**src/rtl/sdram_arb_pkg.sv**
```systemverilog
// Shared types and the round-robin search used by the SDRAM command arbiter.
package sdram_arb_pkg;

   localparam int unsigned NUM_REQ_MAX = 16;
   localparam int unsigned REQ_IDX_W   = $clog2(NUM_REQ_MAX);
   localparam int unsigned IDX_EXT_W   = REQ_IDX_W + 1;

   typedef logic [REQ_IDX_W-1:0] req_idx_t;

   typedef struct packed {
      logic     found;
      req_idx_t idx;
   } rr_pick_t;

   // First set bit of elig at or after ptr, wrapping modulo num (ptr < num assumed).
   function automatic rr_pick_t rr_search(input logic [NUM_REQ_MAX-1:0] elig,
                                          input req_idx_t ptr,
                                          input int unsigned num);
      rr_pick_t             res;
      logic [IDX_EXT_W-1:0] cand;
      res = '0;
      for (int unsigned i = 0; i < NUM_REQ_MAX; i++) begin
         cand = IDX_EXT_W'(ptr) + IDX_EXT_W'(i);
         if (cand >= IDX_EXT_W'(num)) cand = cand - IDX_EXT_W'(num);
         if (!res.found && (i < num) && elig[cand[REQ_IDX_W-1:0]]) begin
            res.found = 1'b1;
            res.idx   = cand[REQ_IDX_W-1:0];
         end
      end
      return res;
   endfunction

endpackage

```
**src/rtl/sdram_ctrl_if.sv**
```systemverilog
// Command/return port of the SDRAM controller; the arbiter drives it through modport man.
interface sdram_ctrl_if #(
   parameter int unsigned DATA_WIDTH = 32,
   parameter int unsigned ADDR_WIDTH = 24
);
   localparam int unsigned STRB_WIDTH = DATA_WIDTH / 8;

   logic                  rdy;
   logic                  rd;
   logic [STRB_WIDTH-1:0] wr;
   logic [ADDR_WIDTH-1:0] addr;
   logic [DATA_WIDTH-1:0] write_data;
   logic [DATA_WIDTH-1:0] read_data;
   logic                  valid;

   modport man (input rdy, read_data, valid, output rd, wr, addr, write_data);
   modport sub (output rdy, read_data, valid, input rd, wr, addr, write_data);
endinterface

```
**src/rtl/sdram_arb_tag_fifo.sv**
```systemverilog
// In-order FIFO of requester indices for outstanding reads; same-cycle push and pop allowed.
module sdram_arb_tag_fifo
   import sdram_arb_pkg::*;
#(
   parameter int unsigned DEPTH = 8
) (
   input  logic                       clk,
   input  logic                       rst,
   input  logic                       push,
   input  logic                       pop,
   input  req_idx_t                   din,
   output req_idx_t                   dout,
   output logic [$clog2(DEPTH):0]     count,
   output logic                       full,
   output logic                       empty
);
   localparam int unsigned PTR_W = $clog2(DEPTH);
   localparam int unsigned CNT_W = PTR_W + 1;

   req_idx_t         mem [DEPTH];
   logic [PTR_W-1:0] wr_ptr;
   logic [PTR_W-1:0] rd_ptr;
   logic             do_push;
   logic             do_pop;

   assign full    = (count == CNT_W'(DEPTH));
   assign empty   = (count == '0);
   assign do_push = push && !full;
   assign do_pop  = pop && !empty;
   assign dout    = mem[rd_ptr];

   always_ff @(posedge clk) begin
      if (rst) begin
         wr_ptr <= '0;
         rd_ptr <= '0;
         count  <= '0;
      end else begin
         if (do_push) wr_ptr <= wr_ptr + PTR_W'(1);
         if (do_pop)  rd_ptr <= rd_ptr + PTR_W'(1);
         count <= count + CNT_W'(do_push) - CNT_W'(do_pop);
      end
   end

   // Storage carries no reset; only the pointers define validity.
   always_ff @(posedge clk) begin
      if (do_push) mem[wr_ptr] <= din;
   end

endmodule

```
**src/rtl/sdram_arb.sv**
```systemverilog
// Shares one SDRAM controller command port among NUM_REQ requesters and steers read data back.
// Define SDRAM_ARB_FIXED_PRIO_EN for fixed priority (lowest index wins) instead of round-robin.
module sdram_arb
   import sdram_arb_pkg::*;
#(
   parameter int unsigned NUM_REQ   = 4,
   parameter int unsigned DATA_W    = 32,
   parameter int unsigned ADDR_W    = 24,
   parameter int unsigned STRB_W    = DATA_W / 8,
   parameter int unsigned TAG_DEPTH = 8
) (
   input  logic                       clk,
   input  logic                       rst,
   input  logic [NUM_REQ-1:0]         req_rd,
   input  logic [NUM_REQ*STRB_W-1:0]  req_wr,
   input  logic [NUM_REQ*ADDR_W-1:0]  req_addr,
   input  logic [NUM_REQ*DATA_W-1:0]  req_wdata,
   output logic [NUM_REQ-1:0]         req_gnt,
   output logic [NUM_REQ-1:0]         req_rvalid,
   output logic [DATA_W-1:0]          req_rdata,
   output logic                       err_unexp,
   sdram_ctrl_if.man                  sdram_ctrl
);
   localparam int unsigned CNT_W = $clog2(TAG_DEPTH) + 1;

   if ($bits(sdram_ctrl.write_data) != DATA_W || $bits(sdram_ctrl.read_data) != DATA_W ||
       $bits(sdram_ctrl.addr) != ADDR_W || $bits(sdram_ctrl.wr) != STRB_W) begin : g_width_chk
      $fatal(1, "sdram_arb: width mismatch with sdram_ctrl");
   end
   if (TAG_DEPTH < 2 || (TAG_DEPTH & (TAG_DEPTH - 1)) != 0) begin : g_depth_chk
      $fatal(1, "sdram_arb: TAG_DEPTH must be a power of two");
   end
   if (NUM_REQ < 2 || NUM_REQ > NUM_REQ_MAX) begin : g_nreq_chk
      $fatal(1, "sdram_arb: NUM_REQ must be in 2..16");
   end

   logic [NUM_REQ-1:0] wr_act;
   logic [NUM_REQ-1:0] elig;
   rr_pick_t           pick;
   req_idx_t           base_idx;
   logic               gnt_fire;
   logic               cmd_rd;
   logic [STRB_W-1:0]  cmd_wr;
   logic [ADDR_W-1:0]  cmd_addr;
   logic [DATA_W-1:0]  cmd_wdata;
   logic               tag_push;
   logic               tag_pop;
   req_idx_t           tag_head;
   logic [CNT_W-1:0]   tag_count;
   logic               tag_full;
   logic               tag_empty;

   // Reads need a free tag slot (registered count); writes are always eligible.
   always_comb begin
      wr_act = '0;
      elig   = '0;
      for (int unsigned i = 0; i < NUM_REQ; i++) begin
         wr_act[i] = |req_wr[i*STRB_W +: STRB_W];
         elig[i]   = wr_act[i] | (req_rd[i] & ~tag_full);
      end
   end

`ifdef SDRAM_ARB_FIXED_PRIO_EN
   assign base_idx = '0;
`else
   req_idx_t rr_ptr;

   always_ff @(posedge clk) begin
      if (rst) begin
         rr_ptr <= '0;
      end else if (gnt_fire) begin
         rr_ptr <= (pick.idx == REQ_IDX_W'(NUM_REQ - 1)) ? '0 : pick.idx + REQ_IDX_W'(1);
      end
   end

   assign base_idx = rr_ptr;
`endif

   assign pick     = rr_search(NUM_REQ_MAX'(elig), base_idx, NUM_REQ);
   assign gnt_fire = pick.found & sdram_ctrl.rdy & ~rst;
   assign req_gnt  = gnt_fire ? (NUM_REQ'(1) << pick.idx) : '0;

   // One-hot grant lets the command mux be a plain OR of the selected fields.
   always_comb begin
      cmd_rd    = 1'b0;
      cmd_wr    = '0;
      cmd_addr  = '0;
      cmd_wdata = '0;
      for (int unsigned i = 0; i < NUM_REQ; i++) begin
         if (req_gnt[i]) begin
            cmd_rd    = cmd_rd    | (req_rd[i] & ~wr_act[i]);
            cmd_wr    = cmd_wr    | req_wr[i*STRB_W +: STRB_W];
            cmd_addr  = cmd_addr  | req_addr[i*ADDR_W +: ADDR_W];
            cmd_wdata = cmd_wdata | req_wdata[i*DATA_W +: DATA_W];
         end
      end
   end

   assign sdram_ctrl.rd         = cmd_rd;
   assign sdram_ctrl.wr         = cmd_wr;
   assign sdram_ctrl.addr       = cmd_addr;
   assign sdram_ctrl.write_data = cmd_wdata;

   assign tag_push = gnt_fire & cmd_rd;
   assign tag_pop  = sdram_ctrl.valid & (tag_count != '0);

   sdram_arb_tag_fifo #(.DEPTH(TAG_DEPTH)) u_tag_fifo (
      .clk   (clk),
      .rst   (rst),
      .push  (tag_push),
      .pop   (tag_pop),
      .din   (pick.idx),
      .dout  (tag_head),
      .count (tag_count),
      .full  (tag_full),
      .empty (tag_empty)
   );

   always_ff @(posedge clk) begin
      if (rst) begin
         req_rvalid <= '0;
         req_rdata  <= '0;
         err_unexp  <= 1'b0;
      end else begin
         req_rvalid <= tag_pop ? (NUM_REQ'(1) << tag_head) : '0;
         if (tag_pop) req_rdata <= sdram_ctrl.read_data;
         if (sdram_ctrl.valid && tag_empty) err_unexp <= 1'b1;
      end
   end

endmodule

```
**src/flat_wrapper.sv**
```systemverilog
// flat-port wrapper written by rule: the top's interface ports become plain ports
module sdram_arb_flat import sdram_arb_pkg::*;
#(
   parameter int unsigned NUM_REQ   = 4,
   parameter int unsigned DATA_W    = 32,
   parameter int unsigned ADDR_W    = 24,
   parameter int unsigned STRB_W    = DATA_W / 8,
   parameter int unsigned TAG_DEPTH = 8
)
  (clk, rst, req_rd, req_wr, req_addr, req_wdata, req_gnt, req_rvalid, req_rdata, err_unexp, sdram_ctrl_rdy, sdram_ctrl_read_data, sdram_ctrl_valid, sdram_ctrl_rd, sdram_ctrl_wr, sdram_ctrl_addr, sdram_ctrl_write_data);
  sdram_ctrl_if #(.DATA_WIDTH((32)), .ADDR_WIDTH((24))) sdram_ctrl_i ();
  input  logic clk;
  input  logic rst;
  input  logic [NUM_REQ-1:0] req_rd;
  input  logic [NUM_REQ*STRB_W-1:0] req_wr;
  input  logic [NUM_REQ*ADDR_W-1:0] req_addr;
  input  logic [NUM_REQ*DATA_W-1:0] req_wdata;
  output logic [NUM_REQ-1:0] req_gnt;
  output logic [NUM_REQ-1:0] req_rvalid;
  output logic [DATA_W-1:0] req_rdata;
  output logic err_unexp;
  input wire logic [$bits(sdram_ctrl_i.rdy)-1:0] sdram_ctrl_rdy;
  input wire logic [$bits(sdram_ctrl_i.read_data)-1:0] sdram_ctrl_read_data;
  input wire logic [$bits(sdram_ctrl_i.valid)-1:0] sdram_ctrl_valid;
  output wire logic [$bits(sdram_ctrl_i.rd)-1:0] sdram_ctrl_rd;
  output wire logic [$bits(sdram_ctrl_i.wr)-1:0] sdram_ctrl_wr;
  output wire logic [$bits(sdram_ctrl_i.addr)-1:0] sdram_ctrl_addr;
  output wire logic [$bits(sdram_ctrl_i.write_data)-1:0] sdram_ctrl_write_data;
  assign sdram_ctrl_i.rdy = sdram_ctrl_rdy;
  assign sdram_ctrl_i.read_data = sdram_ctrl_read_data;
  assign sdram_ctrl_i.valid = sdram_ctrl_valid;
  assign sdram_ctrl_rd = sdram_ctrl_i.rd;
  assign sdram_ctrl_wr = sdram_ctrl_i.wr;
  assign sdram_ctrl_addr = sdram_ctrl_i.addr;
  assign sdram_ctrl_write_data = sdram_ctrl_i.write_data;
  sdram_arb #(.NUM_REQ(NUM_REQ), .DATA_W(DATA_W), .ADDR_W(ADDR_W), .STRB_W(STRB_W), .TAG_DEPTH(TAG_DEPTH)) u_core (.clk(clk), .rst(rst), .req_rd(req_rd), .req_wr(req_wr), .req_addr(req_addr), .req_wdata(req_wdata), .req_gnt(req_gnt), .req_rvalid(req_rvalid), .req_rdata(req_rdata), .err_unexp(err_unexp), .sdram_ctrl(sdram_ctrl_i));
endmodule
```
**config.mk**
```make
export PLATFORM = sky130hd
export DESIGN_NAME = sdram_arb_flat
export DESIGN_NICKNAME = d
export VERILOG_FILES = /design/src/rtl/sdram_arb_pkg.sv /design/src/rtl/sdram_ctrl_if.sv /design/src/rtl/sdram_arb_tag_fifo.sv /design/src/rtl/sdram_arb.sv /design/src/flat_wrapper.sv
export SDC_FILE = /design/constraint.sdc
export NUM_CORES = 1
export LEC_CHECK = 0
export ABC_AREA = 1
export BUFFER_PORTS_ARGS = -buffer_cell sky130_fd_sc_hd__buf_2
export CORE_AREA = 2 2 150 152
export CTS_BUF_LIST = sky130_fd_sc_hd__clkbuf_8
export DETAILED_ROUTE_END_ITERATION = 6
export DIE_AREA = 0 0 152 154
export GPL_TIMING_DRIVEN = 0
export PLACE_DENSITY = 0.64
export SLEW_MARGIN = 20
export SYNTH_ARGS = -nofsm -noshare
export SYNTH_HDL_FRONTEND = slang
export SYNTH_SLANG_ARGS = --single-unit
```
**constraint.sdc**
```tcl
create_clock -name clk -period 7.3 [get_ports clk]
set_input_delay 0.365 -clock clk [delete_from_list [all_inputs] [get_ports clk]]
set_output_delay 0.365 -clock clk [all_outputs]
set_load 0.02 [all_outputs]
```
==> results of run 1 <==
-- Yosys cell counts (5+ instances only) --
| master | instances |
|---|---|
| sky130_fd_sc_hd__o32ai_1 | 7 |
| sky130_fd_sc_hd__nand2_1 | 307 |
| sky130_fd_sc_hd__nand2_2 | 5 |
| sky130_fd_sc_hd__clkbuf_1 | 14 |
| sky130_fd_sc_hd__inv_1 | 51 |
| sky130_fd_sc_hd__inv_2 | 9 |
| sky130_fd_sc_hd__nor3_1 | 10 |
| sky130_fd_sc_hd__edfxtp_1 | 32 |
| sky130_fd_sc_hd__a21oi_1 | 12 |
| sky130_fd_sc_hd__nor2_1 | 108 |
| sky130_fd_sc_hd__o21ai_0 | 50 |
| sky130_fd_sc_hd__dfxtp_1 | 54 |
| sky130_fd_sc_hd__buf_4 | 6 |
| sky130_fd_sc_hd__ha_1 | 19 |
| sky130_fd_sc_hd__nand4_1 | 59 |
| sky130_fd_sc_hd__nand3_1 | 24 |
| sky130_fd_sc_hd__buf_2 | 18 |
-- registers in the layout, indices dropped and copies added (netlist names), named ones only --
| register | flops |
|---|---|
| u_core.base_idx | 4 |
| u_core.err_unexp | 1 |
| u_core.req_rdata | 32 |
| u_core.req_rvalid | 4 |
| u_core.u_tag_fifo.count | 4 |
| u_core.u_tag_fifo.mem | 32 |
| u_core.u_tag_fifo.rd_ptr | 3 |
| u_core.u_tag_fifo.wr_ptr | 3 |
-- report_power, final --
group          switching, mW  internal [mW]  total (mW)  leakage (nW)
clock                  0.160          0.188       0.348         0.113
combinational          0.449          0.246       0.695          3.40
sequential            0.0413          0.575       0.617         0.735
total                  0.650           1.01        1.66          4.25
-- worst min path at each step --
stage,endpoint,cells after the start,startpoint
floorplan,register,2,u_core.u_tag_fifo.rd_ptr[2]
global placement,u_core.err_unexp,2,u_core.err_unexp
detailed placement,register,2,u_core.u_tag_fifo.rd_ptr[2]
CTS,u_core.req_rdata[1],3,sdram_ctrl_read_data[1]
global route,u_core.req_rdata[4],3,sdram_ctrl_read_data[4]
finish,u_core.req_rdata[1],3,sdram_ctrl_read_data[1]
-- kinds of logic (layout without fill, tap and decap cells) --
| logic type | after synthesis | after routing |
|---|---|---|
| fa+ha+maj | 20 | 20 |
| buf+inv | 104 | 500 |
| compound gates | 81 | 81 |
| simple gates | 533 | 533 |
| xor+xnor | 3 | 3 |
| flops | 86 | 86 |
| other cells | 1 | 19 |
| mux | 1 | 1 |
-- routing by layer --
layer / up-vias / wire, um / share of wire
met2: 305 / 11200 / 0.42
met3: 42 / 3010 / 0.11
met4: 8 / 603 / 0.023
li1: 3505 / - / -
met5: - / 49 / 0.0019
met1: 3212 / 11600 / 0.44
-- per-stage QoR --
stage	worst slack (ps)	std cells	cell area, um2	hold slack [ps]	util
2_1_floorplan	3620	844	5630	433	-
3_3_place_gp	3050	1504	7880	439	0.363
3_5_place_dp	3050	1504	7880	455	0.363
4_1_cts	2750	1520	8090	242	0.373
5_1_grt	2350	1523	8100	258	0.373
6_report	2700	1523	8100	265	0.373
-- worst max-delay path, delay by kind of cell, from the launching register on --
kind,cells,cell delay (ps)
flops,1,520
buf+inv,7,1120
simple gates,16,1750
compound gates,1,70
fa+ha+maj,2,380
-- layout make-up --
class,count,share of cell area
antenna,3,0.000927
buffer,43,0.0292
clock buffer,9,0.0153
clock inverter,7,0.0100
inverter,61,0.0283
multi-input combinational,654,0.386
sequential,86,0.252
tap,280,0.0433
timing repair buffer,380,0.235
==> results_tabular.tex, run 1 <==
\begin{tabular}{lr}
\hline
Metric & Value \\
\hline
\multicolumn{2}{l}{\textbf{Route}} \\
\quad Total vias in the final route & 7,072 \\
\quad First-pass iteration count of the detailed router & 7 \\
\quad Antenna Nets Post-Route & 0 \\
\quad Final wirelength & about 26,000 um \\
\quad Violation count after the first detailed-route iteration & 527 \\
\quad Vias per Instance & 4.64 \\
\quad Final routed wire length divided by cell count & 17.4 um \\
\quad Number of remaining DRC errors & 0 \\
\multicolumn{2}{l}{\textbf{Die}} \\
\quad Initial core utilization & 0.257 \\
\quad Die Y & 154 um \\
\quad Number of placed I/O pins & between 300 and 400 \\
\quad Area of the die & about 23,000 um2 \\
\quad X dimension of the die & approximately 150 um \\
\quad Area of the placeable core & 21,700 um2 \\
\quad Floorplan row count & 54 \\
\multicolumn{2}{l}{\textbf{Synthesis}} \\
\quad Number of distinct standard cells referenced by the synthesized netlist & 40 \\
\quad Synth area leader & sky130\_fd\_sc\_hd\_\_nand2\_1 \\
\quad Synth area leaders & sky130\_fd\_sc\_hd\_\_nand2\_1, sky130\_fd\_sc\_hd\_\_dfxtp\_1, sky130\_fd\_sc\_hd\_\_edfxtp\_1 \\
\quad Area fraction in compound gates after synthesis & 0.0815 \\
\quad Dominant combinational cell family by area after synthesis & simple AND/OR/NAND/NOR gates \\
\quad Share of the yosys chip area belonging to registers & 0.366 \\
\quad Post-synth ARST share & 0 \\
\quad Cells after synthesis & 829 \\
\quad Number of flops mapped to enable cells by yosys & 32 \\
\quad Number of flip-flops and latches in the synthesized netlist & 86 \\
\quad Fraction of synthesized area in multiplexers & 0.00180 \\
\quad Simple-Gate Fraction of Synth Area & 0.415 \\
\quad Mapped Area & 5570 um2 \\
\quad Adder-Cell Fraction of Synth Area & 0.0462 \\
\quad Most common flop cell mapped by yosys & sky130\_fd\_sc\_hd\_\_dfxtp\_1 \\
\quad Mean area per synthesized cell & 6.72 um2 \\
\quad Xor and xnor area share after synthesis & 0.00471 \\
\quad Synth top area share & 0.207 \\
\quad Syn. warnings & 0 \\
\multicolumn{2}{l}{\textbf{Placed design}} \\
\quad Gpl congestion & 0.954 \\
\quad HPWL Detailed & about 23,000 um \\
\quad Count of port buffers added during placement & 380 \\
\multicolumn{2}{l}{\textbf{Timing}} \\
\quad Final Hold Vio Count & 0 \\
\quad Slew at the pin with the worst max-slew slack & 789 ps \\
\quad Relative slew slack & 0.470 \\
\quad Max-slew violations & 0 \\
\quad Final setup fails & 0 \\
\quad Final period utilization & 0.630 \\
\quad Clock period minus final worst setup slack & between 4000 and 5000 ps \\
\quad Peak Freq & 0.217 GHz \\
\quad Final sum of negative setup slack & 0 ps \\
\quad Setup repair after global routing missed its margin & false \\
\quad Maximum clock skew at final layout & 6.50 ps \\
\multicolumn{2}{l}{\textbf{Worst setup path}} \\
\quad Required time of the worst setup path & $\sim$6900 ps \\
\quad Most Frequent Cell on Critical Path & sky130\_fd\_sc\_hd\_\_nand2\_1 \\
\quad Worst Path Arrival & 4230 ps \\
\quad Maximum fanout along the worst path & 11 \\
\quad Register-to-Register Setup Slack & 3040 ps \\
\quad Capture point of the worst reg-to-reg path & u\_core.u\_tag\_fifo.count[2] \\
\quad Element type at the critical path end & output pin \\
\quad Path depth of the worst reg2reg path & 31 \\
\quad Worst setup path category & reg -> out \\
\quad Largest stage delay on the critical path & between 500 and 600 ps \\
\quad Crit. Startpoint & u\_core.base\_idx[1] \\
\quad Start of the worst register-to-register path & u\_core.base\_idx[1] \\
\quad Timing endpoint of the critical path & sdram\_ctrl\_addr[13] \\
\quad Startpoint Class & register \\
\quad Cell type of the slowest stage on the worst timing path & sky130\_fd\_sc\_hd\_\_dfxtp\_1 \\
\multicolumn{2}{l}{\textbf{CTS}} \\
\quad \# hold bufs at CTS & 0 \\
\quad CTS tree & built \\
\quad Number of post-CTS setup repair buffers & 0 \\
\quad Post-CTS Resized & 0 \\
\quad Clock root buffer & sky130\_fd\_sc\_hd\_\_clkbuf\_8 \\
\quad Sink count of the clock tree & 86 \\
\quad Number of buffers on the longest clock path & 2 \\
\quad Clk pin slew, worst setup/hold paths & around 80 ps \\
\quad H-tree Lvls & 3 \\
\quad Later-pin clock latency in the skew report & $\sim$350 ps \\
\quad Total CTS buffers & 9 \\
\multicolumn{2}{l}{\textbf{Pwr}} \\
\quad Peak supply drop & 0.000125 V \\
\quad Leakage power of the design & 4.25 nW \\
\quad Total power & 1.66 mW \\
\quad Pwr dens & between 200 and 250 nW/um2 \\
\multicolumn{2}{l}{\textbf{Global routing}} \\
\quad Initial antenna violation count & 8 \\
\quad GR peak layer & met2 \\
\quad Overall fraction of global-route tracks in use & 0.219 \\
\quad Met3 usage & 0.105 \\
\quad Global Route met2 Usage & 0.330 \\
\quad Via count of the first global-routing pass & 6,705 \\
\quad First-pass GRT wire length & 39,100 um \\
\quad GR Overflow Total & 0 \\
\quad Met1 demand-to-capacity share in global routing & 0.279 \\
\quad Maximum number of pins on one net before global-route repair & 14 \\
\multicolumn{2}{l}{\textbf{Cells and area}} \\
\quad Nets & 1,535 \\
\quad Area of all sequential standard cells & 2040 um2 \\
\quad Share of post-route cells with drive strength above 1 & 0.365 \\
\quad Area of the multi-input gates & 3120 um2 \\
\quad Leading cell type in the layout, fill and taps excluded & sky130\_fd\_sc\_hd\_\_buf\_2 \\
\quad Growth of design area from synthesis to finish & 45.2\% \\
\quad Most frequent cells in the layout & sky130\_fd\_sc\_hd\_\_buf\_2, sky130\_fd\_sc\_hd\_\_nand2\_1, sky130\_fd\_sc\_hd\_\_nor2\_1, sky130\_fd\_sc\_hd\_\_nand4\_1, sky130\_fd\_sc\_hd\_\_dfxtp\_1 \\
\quad \# fillers & 2,355 \\
\multicolumn{2}{l}{\textbf{Status}} \\
\quad Result of the run & completed \\
\multicolumn{2}{l}{\textbf{Min path}} \\
\quad Kind of path behind the tightest hold check & in -> reg \\
\multicolumn{2}{l}{\textbf{Run}} \\
\quad Count of maximum capacitance violations & 0 \\
\hline
\end{tabular}
Note: power is estimated with default switching activity, not from simulation.
==> run 2, diff against run 1 <==
ABC_AREA = 0   (was 1)
PLACE_DENSITY = 0.68   (was 0.64)
clock period = 4.1 ns   (was 7.3 ns; I/O delays follow)
==> run 2 against run 1 <==
  * Area after synthesis is 8.7% higher
  * Global-route usage rose by 0.40 points
  * Clock skew up 5.1 ps
  * Cell area grew 11%
  * Routed wire length rose by 4.3%
  * Power grew 98%
  * First-iteration DRC count is 15% lower
  * Sequential share of layout area is 2.4 points lower
  * Die area did not move
  * Clock power increased by 73%
  * Count of clock-buffer cells in the layout up 2
  * Combinational power rose by 130%
  * Critical path type unchanged
  * Critical endpoint is now sdram_ctrl_write_data[14]
  * Largest power group unchanged
==> results_tabular.tex, run 2 <==
\begin{tabular}{lr}
\hline
Metric & Value \\
\hline
\multicolumn{2}{l}{\textbf{Status}} \\
\quad Result of the run & completed \\
\multicolumn{2}{l}{\textbf{Worst setup path}} \\
\quad Worst setup path category & reg -> out \\
\quad Startpoint Class & register \\
\quad Start of the worst register-to-register path & u\_core.base\_idx[1] \\
\quad Path depth of the worst reg2reg path & 19 \\
\quad Maximum fanout along the worst path & 10 \\
\quad Register-to-Register Setup Slack & 160 ps \\
\quad Element type at the critical path end & output pin \\
\quad Required time of the worst setup path & 3890 ps \\
\quad Capture point of the worst reg-to-reg path & u\_core.u\_tag\_fifo.count[2] \\
\quad Crit. Startpoint & u\_core.base\_idx[1] \\
\quad Worst Path Arrival & 3830 ps \\
\multicolumn{2}{l}{\textbf{Pwr}} \\
\quad Pwr dens & roughly 370 nW/um2 \\
\quad Switching Fraction & 0.405 \\
\quad Switching power & 1.33 mW \\
\quad Internal power & 1.96 mW \\
\quad Sequential group share of total power & 0.323 \\
\quad Peak supply drop & $\sim$0.00019 V \\
\quad Fraction of power consumed by the clock network & 0.183 \\
\quad Combinational share of power & 0.494 \\
\quad Leakage power of the design & 4.63 nW \\
\multicolumn{2}{l}{\textbf{Route}} \\
\quad Final routed wire length divided by cell count & about 21 um \\
\quad Antenna Nets Post-Route & 0 \\
\quad First-pass iteration count of the detailed router & 5 \\
\quad Final wirelength & 27,600 um \\
\quad Number of remaining DRC errors & 0 \\
\quad Total vias in the final route & 6,734 \\
\quad Violation count after the first detailed-route iteration & 446 \\
\quad Vias per Instance & $\sim$5 \\
\multicolumn{2}{l}{\textbf{Synthesis}} \\
\quad Mapped Area & 6060 um2 \\
\quad Fraction of synthesized area in multiplexers & 0.240 \\
\quad Number of flops mapped to enable cells by yosys & 32 \\
\quad Synth area leaders & sky130\_fd\_sc\_hd\_\_mux2i\_1, sky130\_fd\_sc\_hd\_\_dfxtp\_1, sky130\_fd\_sc\_hd\_\_edfxtp\_1 \\
\quad Dominant combinational cell family by area after synthesis & multiplexers \\
\quad Adder-Cell Fraction of Synth Area & 0.0426 \\
\quad Share of the yosys chip area belonging to registers & 0.337 \\
\quad Most common flop cell mapped by yosys & sky130\_fd\_sc\_hd\_\_dfxtp\_1 \\
\quad Mean area per synthesized cell & 9.63 um2 \\
\quad Cells after synthesis & approximately 630 \\
\quad Most frequently used cell type in the post-synthesis netlist & sky130\_fd\_sc\_hd\_\_mux2i\_1 \\
\quad Synth area leader & sky130\_fd\_sc\_hd\_\_mux2i\_1 \\
\quad Number of distinct standard cells referenced by the synthesized netlist & 70 \\
\quad Synth top area share & 0.205 \\
\quad Area fraction in compound gates after synthesis & 0.175 \\
\quad Simple-Gate Fraction of Synth Area & 0.132 \\
\quad Xor and xnor area share after synthesis & 0.0169 \\
\quad Number of flip-flops and latches in the synthesized netlist & between 80 and 90 \\
\quad Post-synth ARST share & 0 \\
\quad Syn. warnings & 0 \\
\quad Top cells by count, synth & sky130\_fd\_sc\_hd\_\_mux2i\_1, sky130\_fd\_sc\_hd\_\_nand2\_1, sky130\_fd\_sc\_hd\_\_o22ai\_1 \\
\multicolumn{2}{l}{\textbf{CTS}} \\
\quad Clk pin slew, worst setup/hold paths & 90 ps \\
\quad Number of buffers on the longest clock path & 2 \\
\quad H-tree Lvls & 3 \\
\quad CTS tree & built \\
\quad Later-pin clock latency in the skew report & 360 ps \\
\quad Clock root buffer & sky130\_fd\_sc\_hd\_\_clkbuf\_8 \\
\quad Sink count of the clock tree & 86 \\
\quad Total CTS buffers & 9 \\
\multicolumn{2}{l}{\textbf{Cells and area}} \\
\quad Final design area excluding fillers & 9000 um2 \\
\quad Share of post-route cells with drive strength above 1 & 0.481 \\
\quad Registers with the highest flip-flop counts & u\_core.req\_rdata x32, u\_core.u\_tag\_fifo.mem x32 \\
\quad Nets & 1,356 \\
\quad Most frequent cells in the layout & sky130\_fd\_sc\_hd\_\_buf\_2, sky130\_fd\_sc\_hd\_\_mux2i\_1, sky130\_fd\_sc\_hd\_\_nand2\_1, sky130\_fd\_sc\_hd\_\_o22ai\_1, sky130\_fd\_sc\_hd\_\_dfxtp\_1 \\
\quad Leading cell type in the layout, fill and taps excluded & sky130\_fd\_sc\_hd\_\_buf\_2 \\
\quad Growth of design area from synthesis to finish & 48.5\% \\
\quad Core Util, Final & 0.415 \\
\quad Fin cells & $\sim$1,300 \\
\quad \# fillers & 2,206 \\
\multicolumn{2}{l}{\textbf{Timing}} \\
\quad Slew at the pin with the worst max-slew slack & 648 ps \\
\quad Final setup fails & 0 \\
\quad Final worst slack & 61.6 ps \\
\quad Final sum of negative setup slack & 0 ps \\
\quad Max-slew violations & 0 \\
\quad Clock period minus final worst setup slack & slightly above 4000 ps \\
\quad Final Hold Vio Count & 0 \\
\quad Maximum clock skew at final layout & 11.6 ps \\
\quad Peak Freq & 0.248 GHz \\
\quad Relative slew slack & 0.568 \\
\quad Final period utilization & 0.985 \\
\quad Setup repair after global routing missed its margin & true \\
\multicolumn{2}{l}{\textbf{Global routing}} \\
\quad Met3 usage & 0.0676 \\
\quad First-pass GRT wire length & 39,200 um \\
\quad Global Route met2 Usage & 0.374 \\
\quad Met1 demand-to-capacity share in global routing & 0.285 \\
\quad Via count of the first global-routing pass & 6,382 \\
\quad Initial antenna violation count & 6 \\
\quad Maximum number of pins on one net before global-route repair & 14 \\
\quad Overall fraction of global-route tracks in use & 0.223 \\
\quad GR Overflow Total & 0 \\
\quad GR peak layer & met2 \\
\multicolumn{2}{l}{\textbf{Die}} \\
\quad Initial core utilization & 0.279 \\
\quad X dimension of the die & 152 um \\
\quad Area of the die & between 20,000 and 25,000 um2 \\
\quad Number of placed I/O pins & 382 \\
\quad Area of the placeable core & 21,700 um2 \\
\quad Floorplan row count & 54 \\
\quad Die Y & 154 um \\
\multicolumn{2}{l}{\textbf{Run}} \\
\quad Count of maximum capacitance violations & 0 \\
\multicolumn{2}{l}{\textbf{Placed design}} \\
\quad Cell Area, Placed & 8380 um2 \\
\quad Gpl congestion & 1.01 \\
\quad Cell count after placement & around 1,300 \\
\quad Count of port buffers added during placement & 381 \\
\quad HPWL Detailed & 23,200 um \\
\quad Setup Slack @ Placement & -759 ps \\
\multicolumn{2}{l}{\textbf{Min path}} \\
\quad Kind of path behind the tightest hold check & in -> reg \\
\quad Min-Delay Endpoint & u\_core.req\_rdata[28] \\
\quad Cell depth of the worst min-delay path & 3 \\
\quad Source of the worst hold timing path & sdram\_ctrl\_read\_data[28] \\
\hline
\end{tabular}
-- run 2: layout make-up --
cell class	instances	area (um2)	area share
antenna	1	2.50	0.000278
inverter	20	77.6	0.00862
timing repair buffer	403	2080	0.231
buffer	45	318	0.0353
tap	280	350	0.0389
multi-input combinational	491	3920	0.435
clock buffer	11	151	0.0168
sequential	86	2050	0.228
clock inverter	5	48.8	0.00542
-- run 2: through the flow --
step	hold slack (ps)	total power, mW
global placement	440	2.58
global route	60.9	3.48
floorplan	341	2.04
finish	72.6	3.29
detailed placement	443	2.61
CTS	48.2	3.27
-- run 2: worst max-delay path: stages (launching register included) --
cell	delay, ps
sky130_fd_sc_hd__dfxtp_4	380
sky130_fd_sc_hd__buf_4	160
sky130_fd_sc_hd__ha_2	190
sky130_fd_sc_hd__xor2_1	140
sky130_fd_sc_hd__ha_1	190
sky130_fd_sc_hd__a21oi_2	150
sky130_fd_sc_hd__mux2_4	330
sky130_fd_sc_hd__o21ai_4	220
sky130_fd_sc_hd__nor2_4	110
sky130_fd_sc_hd__o21ai_4	220
sky130_fd_sc_hd__xnor2_4	140
sky130_fd_sc_hd__buf_4	160
sky130_fd_sc_hd__buf_4	240
sky130_fd_sc_hd__mux2i_1	460
sky130_fd_sc_hd__o22ai_1	170
sky130_fd_sc_hd__buf_2	190
-- run 2: how the worst max path moves through the flow --
stage | end | slack [ps] | cells after the start
3_3_place_gp | u_core.u_tag_fifo.count[2] | -690 | 19
3_5_place_dp | u_core.u_tag_fifo.count[2] | -760 | 19
2_1_floorplan | u_core.u_tag_fifo.count[2] | 20 | 20
6_report | sdram_ctrl_write_data[14] | 60 | 15
4_1_cts | u_core.u_tag_fifo.count[2] | 3 | 20
5_1_grt | u_core.u_tag_fifo.count[2] | -20 | 19
-- run 2: kinds of logic (layout without fill, tap and decap cells) --
| logic type | after synthesis | in the layout |
|---|---|---|
| DFF | 86 | 86 |
| adders and majority gates | 20 | 20 |
| muxes | 135 | 135 |
| other | 1 | 17 |
| xor gates and xnor gates | 10 | 10 |
| AOI/OAI and AO/OA | 155 | 155 |
| buffers and inverters | 67 | 484 |
| and+or+nand+nor | 155 | 155 |
-- run 2: what timing repair did --
item | in CTS | in global routing
resized for setup | 30 | 43
setup buffers | 13 | 9
hold buffers | 0 | 0
pin swaps | 6 | 9
endpoints found under the setup margin | 101 | 57
-- run 2: routing by layer --
| metal | vias to the layer above | part of all wire |
|---|---|---|
| met5 | - | 0.0023 |
| met2 | 298 | 0.48 |
| met4 | 10 | 0.013 |
| met1 | 3187 | 0.40 |
| met3 | 28 | 0.10 |
| li1 | 3211 | - |
-- run 2: power groups by stage --
stage / sequential [mW] / clock (mW) / combinational (mW)
2_1_floorplan: 1.15 / 0 / 0.890
3_5_place_dp: 1.08 / 0 / 1.53
4_1_cts: 1.06 / 0.622 / 1.59
3_3_place_gp: 1.08 / 0 / 1.51
5_1_grt: 1.07 / 0.650 / 1.76
6_report: 1.06 / 0.603 / 1.62
